**config.mk**
```make
export PLATFORM = sky130hd
export DESIGN_NAME = wave_synth
export DESIGN_NICKNAME = d
export VERILOG_FILES = /design/src/rtl/wave_synth_pkg.sv /design/src/rtl/wave_synth_phase_counter.sv /design/src/rtl/wave_synth.sv
export SDC_FILE = /design/constraint.sdc
export NUM_CORES = 1
export LEC_CHECK = 0
export ABC_AREA = 0
export BUFFER_PORTS_ARGS = -buffer_cell sky130_fd_sc_hd__clkbuf_2
export CAP_MARGIN = 5
export CORE_UTILIZATION = 62
export DETAILED_ROUTE_END_ITERATION = 8
export PLACE_DENSITY = 0.91
export SYNTH_ARGS = -nofsm -noshare
export SYNTH_HDL_FRONTEND = slang
export SYNTH_SLANG_ARGS = --single-unit
```
**constraint.sdc**
```tcl
create_clock -name CLK -period 18.22 [get_ports CLK]
set_input_delay 2.733 -clock CLK [delete_from_list [all_inputs] [get_ports CLK]]
set_output_delay 2.733 -clock CLK [all_outputs]
set_load 0.05 [all_outputs]
```
**src/rtl/wave_synth_pkg.sv**
```systemverilog
// Shared definitions for the waveform synthesiser: FSM state encoding and
// the default sample/phase widths also used by time_block.
package wave_synth_pkg;

    localparam int DW_DEFAULT = 12;
    localparam int PW_DEFAULT = 25;

    typedef enum logic [1:0] {
        IDLE = 2'd0,
        HIGH = 2'd1,
        LOW  = 2'd2
    } state_t;

endpackage

```
**src/rtl/wave_synth_phase_counter.sv**
```systemverilog
// Loadable down-counter timing one HIGH or LOW phase; tc_o flags the last
// clock of the phase (count of 1, or an idle count of 0).
module phase_counter
    import wave_synth_pkg::*;
#(
    parameter int PW = PW_DEFAULT
) (
    input  logic          clk_i,
    input  logic          rst_i,
    input  logic          load_i,
    input  logic [PW-1:0] load_val_i,
    output logic          tc_o
);

    logic [PW-1:0] cnt_q;

    always_ff @(posedge clk_i) begin
        if (rst_i) begin
            cnt_q <= '0;
        end else if (load_i) begin
            cnt_q <= load_val_i;
        end else if (cnt_q != '0) begin
            cnt_q <= cnt_q - PW'(1);
        end
    end

    assign tc_o = (cnt_q <= PW'(1));

endmodule

```
**src/rtl/wave_synth.sv**
```systemverilog
// Square/triangle waveform generator with shadowed configuration that only
// goes live in IDLE or at the start of a new period.
module wave_synth
    import wave_synth_pkg::*;
#(
    parameter int DW = DW_DEFAULT,
    parameter int PW = PW_DEFAULT
) (
    input  logic          CLK,
    input  logic          RSTB,
    input  logic          EN,
    input  logic          LOAD,
    input  logic          MODE,
    input  logic [PW-1:0] PERIOD_HI,
    input  logic [PW-1:0] PERIOD_LO,
    input  logic [DW-1:0] LEVEL_HI,
    input  logic [DW-1:0] LEVEL_LO,
    input  logic [DW-1:0] STEP,
    output logic [DW-1:0] DATA_OUT,
    output logic          CYCLE_FLAG,
    output logic          BUSY,
    output logic          CFG_ERR
);

    state_t        state_q;
    logic [DW-1:0] data_q;
    logic          flag_q;
    logic          err_q;

    logic          sh_mode_q;
    logic [PW-1:0] sh_phi_q;
    logic [PW-1:0] sh_plo_q;
    logic [DW-1:0] sh_lhi_q;
    logic [DW-1:0] sh_llo_q;
    logic [DW-1:0] sh_step_q;

    logic          live_mode_q;
    logic [PW-1:0] live_plo_q;
    logic [DW-1:0] live_lhi_q;
    logic [DW-1:0] live_llo_q;
    logic [DW-1:0] live_step_q;

    logic          load_ok;
    logic          eff_mode;
    logic [PW-1:0] eff_phi;
    logic [PW-1:0] eff_plo;
    logic [DW-1:0] eff_lhi;
    logic [DW-1:0] eff_llo;
    logic [DW-1:0] eff_step;

    logic          tc;
    logic          start;
    logic          cnt_load;
    logic [PW-1:0] cnt_val;

    function automatic logic [PW-1:0] max1(input logic [PW-1:0] len);
        return (len == '0) ? PW'(1) : len;
    endfunction

    function automatic logic [DW-1:0] rise(input logic mode, input logic [DW-1:0] cur,
                                           input logic [DW-1:0] step, input logic [DW-1:0] hi);
        logic [DW:0] sum;
        sum = {1'b0, cur} + {1'b0, step};
        if (!mode) return hi;
        return (sum > {1'b0, hi}) ? hi : sum[DW-1:0];
    endfunction

    function automatic logic [DW-1:0] fall(input logic mode, input logic [DW-1:0] cur,
                                           input logic [DW-1:0] step, input logic [DW-1:0] lo);
        logic signed [DW:0] diff;
        diff = $signed({1'b0, cur}) - $signed({1'b0, step});
        if (!mode) return lo;
        return (diff < $signed({1'b0, lo})) ? lo : diff[DW-1:0];
    endfunction

    // A LOAD arriving on the same edge as a period start bypasses the shadow.
    assign load_ok  = LOAD && (LEVEL_HI >= LEVEL_LO);
    assign eff_mode = load_ok ? MODE      : sh_mode_q;
    assign eff_phi  = load_ok ? PERIOD_HI : sh_phi_q;
    assign eff_plo  = load_ok ? PERIOD_LO : sh_plo_q;
    assign eff_lhi  = load_ok ? LEVEL_HI  : sh_lhi_q;
    assign eff_llo  = load_ok ? LEVEL_LO  : sh_llo_q;
    assign eff_step = load_ok ? STEP      : sh_step_q;

    always_comb begin
        start    = 1'b0;
        cnt_load = 1'b0;
        cnt_val  = max1(eff_phi);
        case (state_q)
            IDLE:    start = EN;
            HIGH: begin
                if (tc) begin
                    cnt_load = 1'b1;
                    cnt_val  = max1(live_plo_q);
                end
            end
            LOW:     start = tc && EN;
            default: start = 1'b0;
        endcase
        if (start) begin
            cnt_load = 1'b1;
            cnt_val  = max1(eff_phi);
        end
    end

    phase_counter #(.PW(PW)) u_phase_counter (
        .clk_i      (CLK),
        .rst_i      (RSTB),
        .load_i     (cnt_load),
        .load_val_i (cnt_val),
        .tc_o       (tc)
    );

    always_ff @(posedge CLK) begin
        if (RSTB) begin
            state_q     <= IDLE;
            data_q      <= '0;
            flag_q      <= 1'b0;
            err_q       <= 1'b0;
            sh_mode_q   <= 1'b0;
            sh_phi_q    <= '0;
            sh_plo_q    <= '0;
            sh_lhi_q    <= '0;
            sh_llo_q    <= '0;
            sh_step_q   <= '0;
            live_mode_q <= 1'b0;
            live_plo_q  <= '0;
            live_lhi_q  <= '0;
            live_llo_q  <= '0;
            live_step_q <= '0;
        end else begin
            if (LOAD) begin
                err_q <= !load_ok;
                if (load_ok) begin
                    sh_mode_q <= MODE;
                    sh_phi_q  <= PERIOD_HI;
                    sh_plo_q  <= PERIOD_LO;
                    sh_lhi_q  <= LEVEL_HI;
                    sh_llo_q  <= LEVEL_LO;
                    sh_step_q <= STEP;
                end
            end
            flag_q <= 1'b0;
            if (start) begin
                // New period: config goes live, first HIGH sample starts from current DATA_OUT.
                state_q     <= HIGH;
                flag_q      <= 1'b1;
                live_mode_q <= eff_mode;
                live_plo_q  <= eff_plo;
                live_lhi_q  <= eff_lhi;
                live_llo_q  <= eff_llo;
                live_step_q <= eff_step;
                data_q      <= rise(eff_mode, data_q, eff_step, eff_lhi);
            end else begin
                case (state_q)
                    HIGH: begin
                        if (tc) begin
                            state_q <= LOW;
                            data_q  <= fall(live_mode_q, data_q, live_step_q, live_llo_q);
                        end else begin
                            data_q  <= rise(live_mode_q, data_q, live_step_q, live_lhi_q);
                        end
                    end
                    LOW: begin
                        if (tc) begin
                            state_q     <= IDLE;
                            live_mode_q <= eff_mode;
                            live_plo_q  <= eff_plo;
                            live_lhi_q  <= eff_lhi;
                            live_llo_q  <= eff_llo;
                            live_step_q <= eff_step;
                            data_q      <= eff_llo;
                        end else begin
                            data_q <= fall(live_mode_q, data_q, live_step_q, live_llo_q);
                        end
                    end
                    default: begin
                        state_q     <= IDLE;
                        live_mode_q <= eff_mode;
                        live_plo_q  <= eff_plo;
                        live_lhi_q  <= eff_lhi;
                        live_llo_q  <= eff_llo;
                        live_step_q <= eff_step;
                        data_q      <= eff_llo;
                    end
                endcase
            end
        end
    end

    assign DATA_OUT   = data_q;
    assign CYCLE_FLAG = flag_q;
    assign BUSY       = (state_q != IDLE);
    assign CFG_ERR    = err_q;

endmodule
```
* Word-level counts from Yosys, hierarchy flattened
Index checks and enable logic that the tools add are counted.
Storage, ports and cells: register bits after elaboration 190, bits of input ports 91
Operators by class: add/sub/neg operators 4, mux-type cells 66, order comparisons 5, equality and inequality tests 7, reductions and logical operators 13
Operators by type and width (count):
- 2-to-1 mux 25 bit | 11
- 2-to-1 mux 12 bit | 22
- one-hot mux 12 bit (2 select lines) | 4
- zero test 25 bit | 2
- one-hot mux 25 bit (2 select lines) | 1
- adder 12 x 12 -> 13 bit | 2
- > comparator 13 x 12 -> 1 bit | 2
- <= comparator 25 x 1 -> 1 bit, second input constant | 1
- nonzero test 25 bit | 1
- subtractor 25 x 1 -> 25 bit, second input constant | 1
- 2-to-1 mux 1 bit | 23
- less-than comparator 13 bit | 1
- subtractor 12 x 12 -> 13 bit | 1
- greater-or-equal comparator 12 bit | 1
- != test 2 bit, second input constant | 3
- != test 3 bit, second input constant | 2
- AND reduction 2 bit | 3
- 2-to-1 mux 2 bit | 2
- one-hot mux 1 bit (2 select lines) | 2
- one-hot mux 2 bit (2 select lines) | 1
- nonzero test 2 bit | 2
- == test 2 x 1 -> 1 bit, second input constant | 1
- == test 2 bit, second input constant | 1
- logical AND 1 bit | 2
- other kinds (3) | 3

* Longest topological paths before layout
depth after elaboration 9, gate-level depth with buffers 28

* Hierarchy
Synthesis repeated with hierarchy kept, for this count alone.
Second synthesis, totals: cells, all modules 1300, area, all modules 11096.9 µm²
Modules (own cells, without submodules):
- wave_synth | instances 1, cells each 1127, sequential area each 3303.2 µm², area each 9595.5 µm²
- phase_counter | instances 1, cells each 173, sequential area each 500.5 µm², area each 1501.4 µm²

* Least setup slack after synthesis
OpenSTA, ideal clock, no wires.
path kind input to register, from input port LEVEL_LO[9], to register data_q[11], in the netlist DATA_OUT[11], setup slack 9.940 ns, cell stages on the path 26, buffers on the path 4, arrival 8.162 ns, cells stage by stage inv_1 -> ha_1 -> a21oi_1 -> o21ai_0 -> o21ai_0 -> nor2_1 -> buf_2 -> buf_1 -> mux2i_1 -> inv_1 -> ha_1 -> o21ai_0 -> nor2_1 -> o41ai_1 -> o2111ai_1 -> o31ai_1 -> xnor2_1 -> ha_1 -> or4_1 -> a21oi_1 -> a211oi_1 -> a2111o_1 -> clkbuf_1 -> buf_2 -> or2_2 -> a32o_1
On the way: longest elaborated chain between the ends 8, elaborated cells on any way between the ends 17, classes of those cells add/sub: 1; order compare: 2; mux: 13; reduce/logical: 1
Ends and longest elaborated chain:
- start, declared | RTL line wave_synth.sv:17 | input logic [DW-1:0] LEVEL_LO,
- greater-or-equal comparator 12 bit * | RTL line wave_synth.sv:77 | assign load_ok = LOAD && (LEVEL_HI >= LEVEL_LO);
- logical AND 1 bit * | RTL line wave_synth.sv:77
- 2-to-1 mux 12 bit *
- net eff_step[2] | RTL line wave_synth.sv:49 | logic [DW-1:0] eff_step;
- adder 12 x 12 -> 13 bit * | RTL line wave_synth.sv:63 | sum = {1'b0, cur} + {1'b0, step};
- > comparator 13 x 12 -> 1 bit | RTL line wave_synth.sv:65 | return (sum > {1'b0, hi}) ? hi : sum[DW-1:0];
- 2-to-1 mux 12 bit * (2 in a row) | RTL line wave_synth.sv:65
- 2-to-1 mux 12 bit * | RTL line wave_synth.sv:144 | if (start) begin
- end signal, assigned | RTL line wave_synth.sv:153 | data_q <= rise(eff_mode, data_q, eff_step, eff_lhi);
- end signal, assigned | RTL line wave_synth.sv:159 | data_q <= fall(live_mode_q, data_q, live_step_q, live_llo_q);
- end signal, assigned | RTL line wave_synth.sv:161 | data_q <= rise(live_mode_q, data_q, live_step_q, live_lhi_q);
- end, declared | RTL line wave_synth.sv:26 | logic [DW-1:0] data_q;
The timed path passes the listed nets; every way through them passes the cells marked *. The select of a mux whose other input is x is not followed. A chain may end at the register's enable or synchronous reset.

* Final worst setup path
from input port LEVEL_HI[0], to register data_q[11], in the netlist DATA_OUT[11]
On the way: longest elaborated chain between the ends 8, elaborated cells on any way between the ends 17, classes of those cells add/sub: 1; order compare: 2; mux: 13; reduce/logical: 1
Ends and longest elaborated chain:
- start, declared | RTL line wave_synth.sv:16 | input logic [DW-1:0] LEVEL_HI,
- greater-or-equal comparator 12 bit * | RTL line wave_synth.sv:77
- logical AND 1 bit * | RTL line wave_synth.sv:77
- 2-to-1 mux 12 bit *
- net eff_step[1] | RTL line wave_synth.sv:49
- adder 12 x 12 -> 13 bit * | RTL line wave_synth.sv:63
- > comparator 13 x 12 -> 1 bit | RTL line wave_synth.sv:65
- 2-to-1 mux 12 bit * (2 in a row) | RTL line wave_synth.sv:65
- 2-to-1 mux 12 bit * | RTL line wave_synth.sv:144
Marked as above.

==> reports/metrics.cfg <==
[outcome]
outcome = finished, final reports clean

[die]
die-area_um2 = 18300
initial_core_util = 0.637
ioPinCount = 106
rows = 48
chipHeight_um = 135
die_w_um = 135
core_um2 = 17300

[yosys]
yosysWarnings = 0
synthCells = 1277
ys_ff_latch = 190
seq_area_frac_synth = 0.345
syn_area_um2 = 11000
synth_nets = 1462
synth-edff-count = 0
postSynthAreaPerCell_um2 = 8.62
synthArstFlopShare = 0
synth_top_flop_cell = dfxtp_1
ys_types = 73

[power_and_ir_drop]
p_leak_nw = 5.45
ir_drop_v = 0.0000785
power_density_nw_per_um2 = 102

[place]
gp_congestion = 0.972
dpl_cell_area_um2 = 11500
port_buffers = 105
hpwl_mm = 20.5

[final_layout]
diodes = 0
final_cell_mix = nor2_1 (255), dfxtp_1 (190), clkbuf_2 (104)
stdcell_area_um2 = 12100
fin_nets = 1527
fin_util = 0.701
mostFrequentLayoutCell = nor2_1
n_fill_cell = 1333
syn_to_final_growth_pct = 10.1
layout-drive-gt1-share = 0.137

[clocking]
clk_latency_ps = 450
clock_sinks = 190
cts_inserted_buffers = 17
cts_tree = built
clockRootBuffer = clkbuf_16
clock_path_buffers = 2
clk_pin_slew_worst_paths_ps = 80
cts_setup_buffers = 0
htreeDepth = 4
cts_hold_buf = 0
cts_resized = 0

[detailed_routing]
wl_per_cell_um = 17.4
totalWireLength_mm = 27.5
remaining_drc_errors = 0
route.antenna.remaining_nets = 0
dr.pass1.iters = 5
via_count = 9364
initialDrtViolationCount = 809
vias_per_cell = 5.93

[timing]
finalSetupViolCount = 0
tightest_slew_ps = 1160
final_hold_viol_count = 0
fin_setup_tns_ps = 0
fin_crit_ps = 8450
fmax_mhz = 118
rsz0062_at_grt = false
max_slew_margin = 0.223
fin_skew_ps = 14.2
drv_slew = 0
finalCritPeriodShare = 0.464

[hold_path]
hp-class = reg2reg
holdPathEnd = sh_plo_q[12]
hold_start = sh_plo_q[12]
whs_path_depth = 2

[global_route]
grt.total_usage = 0.309
grt_pass1_wl_mm = 44.0
antenna_found_initial = 0
grt_max_degree = 101
overflow = 0
grt_pass1_vias = 8797

[worst_setup_path]
rrSetupSlack_ps = 12940
rr_endpoint = DATA_OUT[11]
worstPathMaxFanout = 13
critical_path_class = in2reg
r2r_start = DATA_OUT[0]
cp_data_arrival_time_ps = 8790
startpoint_type = primary input
cp.required_ps = 18560
end_kind = register
reg2reg_depth = 16

[flow_run]
maxCapViolCount = 0

[area by class of cell]
cell class,instances,area [µm²],share of cell area
Sequential cell,190,3800,0.314
Clock inverter,15,161,0.0133
Inverter,91,342,0.0282
Tap cell,225,282,0.0232
Timing Repair Buffer,112,581,0.0479
Clock buffer,17,425,0.0351
Multi-Input combinational cell,930,6520,0.538
[through the flow]
stage	setup WS, ps	total power [mW]	std cells	hold slack, ps
global placement	9530	0.850	1548	471
finish	9770	1.24	1580	489
CTS	9790	1.23	1580	494
detailed placement	9360	0.863	1548	478
global route	9380	1.30	1580	522
floorplan	9940	0.771	1277	457
[power by group]
group / internal (mW) / switching [mW]
clock network: 0.185 / 0.187
registers: 0.451 / 0.0297
logic: 0.154 / 0.232
[cells by family (layout without fill, tap and decap cells)]
logic type,count (synthesis),count (layout),synth area share
muxes,98,98,0.0893
xor gates and xnor gates,51,51,0.0406
adders and majority gates,94,94,0.109
and+or+nand+nor,417,417,0.171
buffers and inverters,157,235,0.0627
AOI/OAI and AO/OA,270,270,0.182
DFF,190,190,0.345
[per-layer routing]
layer	vias to the layer above	wire, µm	track usage
li1	4632	-	-
met1	4308	13000	0.443
met2	379	11800	0.462
met3	45	2240	0.0655
met4	0	448	0.0918
met5	-	0	0
[sequential cells by signal (all words and copies together) (netlist names), 25 cells and up]
| name | cells |
|---|---|
| live_plo_q | 25 |
| sh_phi_q | 25 |
| sh_plo_q | 25 |
| u_phase_counter.cnt_q | 25 |
[cells in the mapped netlist (16+ instances only)]
library cell | number | share of area
a211oi_1 | 77 | 0.052
a211oi_2 | 24 | 0.027
a21oi_1 | 47 | 0.021
clkbuf_1 | 37 | 0.013
dfxtp_1 | 190 | 0.35
ha_1 | 91 | 0.10
inv_1 | 90 | 0.031
mux2i_1 | 96 | 0.087
nand2_1 | 35 | 0.012
nor2_1 | 256 | 0.087
nor3_1 | 26 | 0.012
nor4_1 | 26 | 0.015
o21ai_0 | 27 | 0.012
xnor2_1 | 35 | 0.028
xor2_1 | 16 | 0.013
[how the worst max path moves through the flow]
stage,startpoint,endpoint,cells past startpoint
6_report,LEVEL_HI[0],DATA_OUT[11],23
5_1_grt,LEVEL_HI[0],DATA_OUT[11],23
4_1_cts,LEVEL_HI[0],DATA_OUT[11],23
3_5_place_dp,LEVEL_HI[0],DATA_OUT[11],23
3_3_place_gp,LEVEL_HI[0],DATA_OUT[11],23
2_1_floorplan,LEVEL_LO[9],DATA_OUT[11],26
[critical path, cell delays in order]
cell       delay, ps
clkbuf_2          80
inv_1             50
ha_1             290
nor3b_1          180
o21ai_0          160
a211oi_1         640
nor2_4           280
mux2i_1          460
inv_1             90
ha_1             310
a211oi_1         250
nor2_1            90
o41ai_1          390
o2111ai_1        240
o31ai_1          340
xnor2_1          150
ha_1             210
or4_1            470
a21oi_1          130
a211oi_1          90
a2111o_1         560
or2_2            390
a32o_1           200
No activity file was read; power rests on OpenSTA's default activity.
